**src/rtl/uart_pkg.sv**
```systemverilog
// Shared types and defaults for the UART transmit arbiter: FSM encoding, grant width, default timing.
// Pure declarations; no latency or backpressure of its own.
package uart_pkg;

    localparam int GRANT_W     = 3;
    localparam int TO_W_DEF    = 16;
    localparam int GAP_CYC_DEF = 3;

    typedef enum logic [2:0] {
        ST_IDLE  = 3'd0,
        ST_LOAD  = 3'd1,
        ST_SEND  = 3'd2,
        ST_DRAIN = 3'd3,
        ST_GAP   = 3'd4
    } state_t;

    // Round-robin pointer advance: the slot after the winner, wrapping at nreq-1.
    function automatic logic [GRANT_W-1:0] next_ptr(input logic [GRANT_W-1:0] idx, input int nreq);
        return (int'(idx) == nreq - 1) ? '0 : idx + 1'b1;
    endfunction

endpackage

```
**src/rtl/uart_tx_arbiter_if.sv**
```systemverilog
// Requester-side byte handshake plus UART send/busy/data and error signalling, bundled as one port.
// Wiring only; timing and backpressure come from the arbiter driving the slave side.
interface uart_tx_arbiter_if
    import uart_pkg::*;
#(
    parameter int NREQ = 2
);
    logic [NREQ-1:0]    req;
    logic [NREQ*8-1:0]  req_data;
    logic [NREQ-1:0]    ack;
    logic [GRANT_W-1:0] grant_id;
    logic               uart_send;
    logic [7:0]         uart_data;
    logic               uart_busy;
    logic               err_clear;
    logic               err_timeout;
    logic               ctrl_busy;

    modport master (
        output req, req_data, uart_busy, err_clear,
        input  ack, grant_id, uart_send, uart_data, err_timeout, ctrl_busy
    );

    modport slave (
        input  req, req_data, uart_busy, err_clear,
        output ack, grant_id, uart_send, uart_data, err_timeout, ctrl_busy
    );

endinterface

```
**src/rtl/rr_arbiter.sv**
```systemverilog
// Combinational round-robin pick: first asserted request at or after ptr, wrapping NREQ-1 -> 0.
// Zero latency; no backpressure, the caller decides when the pick is consumed.
module rr_arbiter
    import uart_pkg::*;
#(
    parameter int NREQ = 2
) (
    input  logic [NREQ-1:0]    req,
    input  logic [GRANT_W-1:0] ptr,
    output logic [NREQ-1:0]    win_oh,
    output logic               win_vld,
    output logic [GRANT_W-1:0] win_idx
);

    always_comb begin
        win_oh  = '0;
        win_vld = 1'b0;
        win_idx = '0;
        for (int k = 0; k < NREQ; k++) begin
            for (int i = 0; i < NREQ; i++) begin
                if (!win_vld && req[i] && ((int'(ptr) + k) % NREQ) == i) begin
                    win_vld   = 1'b1;
                    win_idx   = GRANT_W'(i);
                    win_oh[i] = 1'b1;
                end
            end
        end
    end

endmodule

```
**src/rtl/uart_tx_arbiter.sv**
```systemverilog
// Round-robin share of one UART transmitter among NREQ byte producers; one byte captured per grant.
// Latency: req -> ack 2 cycles, -> uart_send 3 cycles; requesters wait while a frame is in flight or busy_s=1.
module uart_tx_arbiter
    import uart_pkg::*;
#(
    parameter int NREQ    = 2,
    parameter int TO_W    = TO_W_DEF,
    parameter int GAP_CYC = GAP_CYC_DEF
) (
    input  logic             clk_CPU,
    input  logic             reset,
    uart_tx_arbiter_if.slave bus
);

    localparam int GAP_W = (GAP_CYC > 1) ? $clog2(GAP_CYC) : 1;

    state_t             state_q, state_d;
    logic               busy_m, busy_s;
    logic [GRANT_W-1:0] rr_ptr, win_q, grant_q, arb_idx;
    logic [NREQ-1:0]    arb_oh, win_oh_q, ack_q, ack_d;
    logic               arb_vld;
    logic [7:0]         data_q, data_sel;
    logic               send_q, send_d, err_q;
    logic [TO_W-1:0]    to_cnt;
    logic [GAP_W-1:0]   gap_cnt;
    logic               to_done, gap_done, to_set;

    rr_arbiter #(.NREQ(NREQ)) u_rr_arbiter (
        .req     (bus.req),
        .ptr     (rr_ptr),
        .win_oh  (arb_oh),
        .win_vld (arb_vld),
        .win_idx (arb_idx)
    );

    always_ff @(posedge clk_CPU or posedge reset) begin
        if (reset) state_q <= ST_IDLE;
        else       state_q <= state_d;
    end

    always_comb begin
        state_d  = state_q;
        to_set   = 1'b0;
        to_done  = (to_cnt == {TO_W{1'b1}});
        gap_done = (gap_cnt == GAP_W'(GAP_CYC - 1));
        case (state_q)
            ST_IDLE:  if (!busy_s && arb_vld) state_d = ST_LOAD;
            ST_LOAD:  state_d = ST_SEND;
            ST_SEND: begin
                if (busy_s) begin
                    state_d = ST_DRAIN;
                end else if (to_done) begin
                    state_d = ST_DRAIN;
                    to_set  = 1'b1;
                end
            end
            ST_DRAIN: if (!busy_s) state_d = ST_GAP;
            ST_GAP:   if (gap_done) state_d = ST_IDLE;
            default:  state_d = ST_IDLE;
        endcase
        // Registered send drops on the same edge the FSM leaves SEND, so it is never high outside it.
        send_d   = (state_q == ST_SEND) && (state_d == ST_SEND);
        ack_d    = (state_q == ST_LOAD) ? win_oh_q : '0;
        data_sel = '0;
        for (int i = 0; i < NREQ; i++) begin
            if (win_q == GRANT_W'(i)) data_sel = bus.req_data[8*i +: 8];
        end
    end

    // Synchroniser resets to "busy" so a frame still leaving the UART at reset release blocks grants.
    always_ff @(posedge clk_CPU or posedge reset) begin
        if (reset) begin
            busy_m   <= 1'b1;
            busy_s   <= 1'b1;
            rr_ptr   <= '0;
            win_q    <= '0;
            win_oh_q <= '0;
            grant_q  <= '0;
            data_q   <= '0;
            ack_q    <= '0;
            send_q   <= 1'b0;
            err_q    <= 1'b0;
            to_cnt   <= '0;
            gap_cnt  <= '0;
        end else begin
            busy_m <= bus.uart_busy;
            busy_s <= busy_m;
            ack_q  <= ack_d;
            send_q <= send_d;
            if (to_set)             err_q <= 1'b1;
            else if (bus.err_clear) err_q <= 1'b0;
            case (state_q)
                ST_IDLE: begin
                    if (state_d == ST_LOAD) begin
                        win_q    <= arb_idx;
                        win_oh_q <= arb_oh;
                    end
                end
                ST_LOAD: begin
                    data_q  <= data_sel;
                    grant_q <= win_q;
                    rr_ptr  <= next_ptr(win_q, NREQ);
                    to_cnt  <= '0;
                end
                ST_SEND:  to_cnt  <= to_cnt + 1'b1;
                ST_DRAIN: gap_cnt <= '0;
                ST_GAP:   gap_cnt <= gap_cnt + 1'b1;
                default:  ;
            endcase
        end
    end

    assign bus.ack         = ack_q;
    assign bus.grant_id    = grant_q;
    assign bus.uart_send   = send_q;
    assign bus.uart_data   = data_q;
    assign bus.err_timeout = err_q;
    assign bus.ctrl_busy   = (state_q != ST_IDLE);

endmodule

```
**src/flat_wrapper.sv**
```systemverilog
// flat-port wrapper written by rule: the top's interface ports become plain ports
module uart_tx_arbiter_flat import uart_pkg::*;
#(
    parameter int NREQ    = 2,
    parameter int TO_W    = TO_W_DEF,
    parameter int GAP_CYC = GAP_CYC_DEF
)
  (clk_CPU, reset, bus_req, bus_req_data, bus_uart_busy, bus_err_clear, bus_ack, bus_grant_id, bus_uart_send, bus_uart_data, bus_err_timeout, bus_ctrl_busy);
  uart_tx_arbiter_if #(.NREQ(NREQ)) bus_i ();
  input  logic clk_CPU;
  input  logic reset;
  input wire logic [$bits(bus_i.req)-1:0] bus_req;
  input wire logic [$bits(bus_i.req_data)-1:0] bus_req_data;
  input wire logic [$bits(bus_i.uart_busy)-1:0] bus_uart_busy;
  input wire logic [$bits(bus_i.err_clear)-1:0] bus_err_clear;
  output wire logic [$bits(bus_i.ack)-1:0] bus_ack;
  output wire logic [$bits(bus_i.grant_id)-1:0] bus_grant_id;
  output wire logic [$bits(bus_i.uart_send)-1:0] bus_uart_send;
  output wire logic [$bits(bus_i.uart_data)-1:0] bus_uart_data;
  output wire logic [$bits(bus_i.err_timeout)-1:0] bus_err_timeout;
  output wire logic [$bits(bus_i.ctrl_busy)-1:0] bus_ctrl_busy;
  assign bus_i.req = bus_req;
  assign bus_i.req_data = bus_req_data;
  assign bus_i.uart_busy = bus_uart_busy;
  assign bus_i.err_clear = bus_err_clear;
  assign bus_ack = bus_i.ack;
  assign bus_grant_id = bus_i.grant_id;
  assign bus_uart_send = bus_i.uart_send;
  assign bus_uart_data = bus_i.uart_data;
  assign bus_err_timeout = bus_i.err_timeout;
  assign bus_ctrl_busy = bus_i.ctrl_busy;
  uart_tx_arbiter #(.NREQ(NREQ), .TO_W(TO_W), .GAP_CYC(GAP_CYC)) u_core (.clk_CPU(clk_CPU), .reset(reset), .bus(bus_i));
endmodule
```
**config.mk**
```make
export PLATFORM = sky130hd
export DESIGN_NAME = uart_tx_arbiter_flat
export DESIGN_NICKNAME = d
export VERILOG_FILES = /design/src/rtl/uart_pkg.sv /design/src/rtl/uart_tx_arbiter_if.sv /design/src/rtl/rr_arbiter.sv /design/src/rtl/uart_tx_arbiter.sv /design/src/flat_wrapper.sv
export SDC_FILE = /design/constraint.sdc
export NUM_CORES = 1
export LEC_CHECK = 0
export ABC_AREA = 1
export BUFFER_PORTS_ARGS = -buffer_cell sky130_fd_sc_hd__buf_2
export CAP_MARGIN = 40
export CORE_UTILIZATION = 55
export DETAILED_ROUTE_END_ITERATION = 16
export HOLD_SLACK_MARGIN = 0.03
export PLACE_DENSITY = 0.79
export SLEW_MARGIN = 20
export SYNTH_ARGS = -nofsm -noshare
export SYNTH_HDL_FRONTEND = slang
export SYNTH_SLANG_ARGS = --single-unit
```
**constraint.sdc**
```tcl
create_clock -name clk_CPU -period 2.3 [get_ports clk_CPU]
set_input_delay 0.115 -clock clk_CPU [delete_from_list [all_inputs] [get_ports clk_CPU]]
set_output_delay 0.115 -clock clk_CPU [all_outputs]
set_load 0.02 [all_outputs]
```
Word level (Yosys, flattened, before mapping)

Cells that the tools add are included.

Memories: 0
Output and inout bits: 16
Bits in registers: 44
Bits in latches: 0
Logic and storage cells: 78
Bits in writable memories: 0
ROM bits: 0

Equality and inequality tests: 11
Bitwise gates (word level): 1
Muxes and demuxes: 27
Shift-type cells: 0
Add/sub/neg operators: 4
Reductions and logical operators: 22
$lt $le $gt $ge: 0
$mul: 0
Divide/modulo/power cells: 0

Operators by type and width:

| cell                                          | number |
|---|---|
| zero test 32 bit                              | 2 |
| case mux 16 bit (2 select lines)              | 1 |
| two-way mux 3 bit                             | 7 |
| adder 16 x 1 -> 16 bit, second input constant | 1 |
| == test 16 bit, second input constant         | 1 |
| two-way mux 8 bit                             | 2 |
| case mux 3 bit (5 select lines)               | 1 |
| two-way mux 1 bit                             | 14 |
| == test 3 x 2 -> 1 bit, second input constant | 4 |
| == test 3 x 1 -> 1 bit, second input constant | 3 |
| logical AND 1 bit                             | 9 |
| zero test 3 bit                               | 2 |
| nonzero test 2 bit                            | 3 |
| == test 2 bit, second input constant          | 2 |
| zero test 1 bit                               | 4 |
| case mux 2 bit (2 select lines)               | 1 |
| == test 3 bit, second input constant          | 1 |
| nonzero test 3 bit                            | 1 |
| adder 1 bit, second input constant            | 2 |
| adder 2 x 1 -> 2 bit, second input constant   | 1 |
| two-way mux 2 bit                             | 1 |
| AND reduction 2 bit                           | 1 |
| AND 1 bit, first input constant               | 1 |

Longest topological paths before layout

Depth in word-level cells: 20
Gate-level depth with buffers: 9

By module

A second synthesis with hierarchy kept.

Cells, all modules: 286
Area total of the unflattened synthesis: 2319.7 µm²

By module, submodules not included:

| module          | instances | cells an instance | area an instance (µm²) | sequential area each (µm²) |
|---|---|---|---|---|
| uart_tx_arbiter | 1         | 275               | 2265.9                 | 1153.6 |
| rr_arbiter      | 1         | 11                | 53.8                   | 0.0 |

Least setup slack after synthesis

No wires, ideal clock.

Kind: register -> register
From: register u_core.state_q[0]
To: register u_core.win_oh_q[0]
Required time: 2.181 ns
Period minus slack after synthesis: 1.229 ns
Cell stages (with the launch flop): 6
Slack: 1.071 ns
Arrival time: 1.110 ns
Buffers on the path: 0
Cells stage by stage: dfrtp_1 nor2_1 nand2_1 nor2_2 nand2_1 o21a_1

Longest elaborated chain between the ends: 5

RTL lines:

| what                                   | line                  | RTL |
|---|---|---|
| start: declaration                     | uart_tx_arbiter.sv:17 | `state_t state_q, state_d;` |
| start signal: assignment               | uart_tx_arbiter.sv:38 | `else state_q <= state_d;` |
| two-way mux 3 bit                      | uart_tx_arbiter.sv:52 | `end else if (to_done) begin` |
| two-way mux 3 bit                      | uart_tx_arbiter.sv:50 | `if (busy_s) begin` |
| case mux 3 bit (5 select lines)        | uart_tx_arbiter.sv:46 | `case (state_q)` |
| == test 3 x 1 -> 1 bit                 | uart_tx_arbiter.sv:94 | `if (state_d == ST_LOAD) begin` |
| AND reduction 2 bit (no source line) * | -                     |  |
| end signal: assignment                 | uart_tx_arbiter.sv:96 | `win_oh_q <= arb_oh;` |
| end: declaration                       | uart_tx_arbiter.sv:20 | `logic [NREQ-1:0] arb_oh, win_oh_q, ack_q, ack_d;` |

Every way passes the cells marked *; elsewhere a longest branch is shown, timed or not.
A chain may end at the register's enable or synchronous reset.

Final worst setup path

From: register u_core.state_q[1]
To: register u_core.data_q[2] (netlist: u_core.bus.uart_data[2])

Longest elaborated chain between the ends: 1

RTL lines:

| what                   | line                   | RTL |
|---|---|---|
| == test 3 x 1 -> 1 bit | uart_tx_arbiter.sv:92  | `case (state_q)` |
| end signal: assignment | uart_tx_arbiter.sv:100 | `data_q <= data_sel;` |
| end: declaration       | uart_tx_arbiter.sv:22  | `logic [7:0] data_q, data_sel;` |

No other way between the ends.

==> flow_metrics.tcl <==
set metrics [dict create \
    cts.repair.resized 0 \
    placed_cell_area_um2 2260 \
    drive_gt1_share_pct 23.7 \
    crit_type "reg2reg" \
    ant_nets 0 \
    die-area_um2 3970 \
    seqPwrFrac_pct 39.5 \
    die_w_um 63.0 \
    clk_transition_reported_paths_ps 80 \
    yosys_warnings 0 \
    r2r_slack_ps 830 \
    max_cap_violations 0 \
    final_cell_area_um2 2510 \
    wl_um 4550 \
    start_util_pct 59.5 \
    area_growth_pct 22.3 \
    final_nets 335 \
    numCtsBuffers 5 \
    critPathCapture "u_core.bus.uart_data[2]" \
    final_common_cell "nand2_1" \
    overflow 0 \
    grt_pass1_wl_um 8050 \
    clkPwrFrac_pct 25.9 \
    final.setup.tns_ps 0 \
    die_h_um 63.0 \
    hold_violations 0 \
    crit_path_end_kind "register" \
    cts.hold.buffers_added 10 \
    wire_per_inst_um 12.7 \
    p_leak_uw 0.00126 \
    internal_power_uw 1620 \
    pin_count 38 \
    setup_viol 0 \
    period_needed_ps 1470 \
    synth_top_area_cell "dfrtp_1" \
    drtIter0Drc 169 \
    combPwrFrac_pct 34.7 \
    switching_share_pct 38.6 \
    cts_buffer_depth 2 \
    port_buffers 35 \
    r2r-start "u_core.state_q[1]" \
    fill_cells 262 \
    synth_top_area_share_pct 46.4 \
    grt_util_all_layers_pct 26.3 \
    grt_max_degree 41 \
    synthTopCellsByArea "dfrtp_1 46%, nand2_1 15%, nand3_1 5.4%, inv_1 4.9%, nor2_1 3.7%" \
    cts_setup_buffers 0 \
    cts_tree "done" \
    antenna-diode-count 0 \
    r2r-end "u_core.bus.uart_data[2]" \
    cts_sinks 40 \
    powerDensity_nw_per_um2 1050 \
    core_area_um2 3440 \
    start_kind "register" \
    root_buffer "clkbuf_8" \
    most-common-layout-cells "81 x nand2_1, 38 x dfrtp_1, 35 x buf_2, 27 x inv_1, 22 x nand3_1" \
    avgSynthCellArea_um2 7.88 \
    drc 0 \
    ys_seq_area_share_pct 49.0 \
    clock.fmax_ghz 0.680 \
    grt_pass1_vias 1795 \
    first_pass_iters 4 \
    skew_ps 6.32 \
    ir_drop_mv 0.571 \
    synth_cell_types 25 \
    hp-start "bus_req_data[1]" \
    viasPerCell 5.12 \
    fin_crit_sh_pct 63.9 \
    reg2reg_depth 5 \
    p_sw_uw 1020 \
    rows 21 \
    crit_start "u_core.state_q[1]" \
    status "finished, final reports clean" \
    cp.arrival_ps 1700 \
    ys_seq_elements 40 \
    hpwl_um 3070 \
    required_ps 2530 \
    final_max_slew_viol_count 0 \
    rsz0062_at_grt "false" \
    syn_area_um2 2050 \
    hold_path_class "in2reg" \
    gp_congestion 0.890 \
    htreeDepth 2 \
    dr_total_vias 1833 \
    grt_antenna_before_repair 0 \
    postSynthCellCount 260 \
    worstPathMaxFanout 19 \
    clk_latency_ps 290 \
]
[stage by stage]
| stage | util, % | setup slack, ps | hold slack, ps | std cells | power [uW] |
|---|---|---|---|---|---|
| 3_5_place_dp | 65.8 | 851 | 221 | 339 | 1950 |
| 3_3_place_gp | 65.8 | 927 | 220 | 339 | 1910 |
| 6_report | 72.8 | 830 | 33.1 | 358 | 2640 |
| 5_1_grt | 72.8 | 712 | 34.7 | 358 | 2820 |
| 4_1_cts | 72.5 | 841 | 34.7 | 357 | 2630 |
| 2_1_floorplan | - | 1070 | 119 | 261 | 1690 |
[power groups by stage]
stage / clock (uW) / sequential (uW) / combinational [uW]
3_3_place_gp: 0 / 1040 / 872
3_5_place_dp: 0 / 1040 / 900
6_report: 684 / 1040 / 916
4_1_cts: 686 / 1040 / 909
5_1_grt: 715 / 1070 / 1040
2_1_floorplan: 0 / 1140 / 548
[cell usage after synthesis]
cell type,instances
o21a_1,1
conb_1,1
buf_4,4
nor2_1,20
o32ai_1,1
nand4_1,5
a21oi_1,1
nand2_2,9
nor2_4,6
o21bai_1,1
o21ai_0,14
ha_1,2
nor2_2,6
nand3_1,22
nand2_1,81
dfrtp_1,38
inv_2,6
nor3_1,3
o21ai_1,5
inv_1,27
nand3_2,2
a22o_1,1
nand3b_1,1
o22ai_1,1
dfstp_2,2
[flip-flops by register name, summed over array words and instances, names as in the netlist]
signal                  count
u_core.state_q              3
u_core.gap_cnt              2
u_core.bus.grant_id         1
u_core.win_oh_q             2
u_core.bus.err_timeout      1
u_core.bus.ack              2
u_core.bus.uart_send        1
u_core.to_cnt              16
u_core.rr_ptr               1
u_core.win_q                1
u_core.busy_m               1
u_core.busy_s               1
u_core.bus.uart_data        8
[worst min path at each step]
stage                              end  cells after the start
2_1_floorplan            u_core.busy_m                      0
3_3_place_gp             u_core.busy_m                      1
3_5_place_dp             u_core.busy_m                      1
4_1_cts        u_core.bus.uart_data[1]                      3
5_1_grt        u_core.bus.uart_data[5]                      3
6_report       u_core.bus.uart_data[1]                      3
[critical path, stage by stage, from the launching register on]
cell	delay (ps)
dfrtp_1	440
nor2_1	140
nand2_2	290
nor2_4	310
nand2_1	100
nand3_1	120
[per-layer routing]
layer	vias to the layer above	part of all wire, %	track usage [%]
met3	9	4.3	6.02
met4	0	1.3	9.30
met5	-	0	0
met2	51	49	43.8
met1	855	45	33.2
li1	918	-	-
[final cells by class]
class / instances / area (um^2) / share of cell area, %
Clock buffer: 6 / 72.6 / 2.90
Sequential cell: 40 / 1000 / 40.0
Timing Repair Buffer: 47 / 293 / 11.7
Multi-Input combinational cell: 184 / 896 / 35.7
Inverter: 33 / 124 / 4.94
Clock inverter: 2 / 60.1 / 2.40
Tap cell: 46 / 57.6 / 2.30
[cell families after synthesis]
logic type | synth area share (%)
compound gates | 6.78
simple gates | 35.3
buf+inv | 7.51
fa+ha+maj | 1.22
flops | 49.0
other cells | 0.183
No activity file was read; power rests on OpenSTA's default activity.
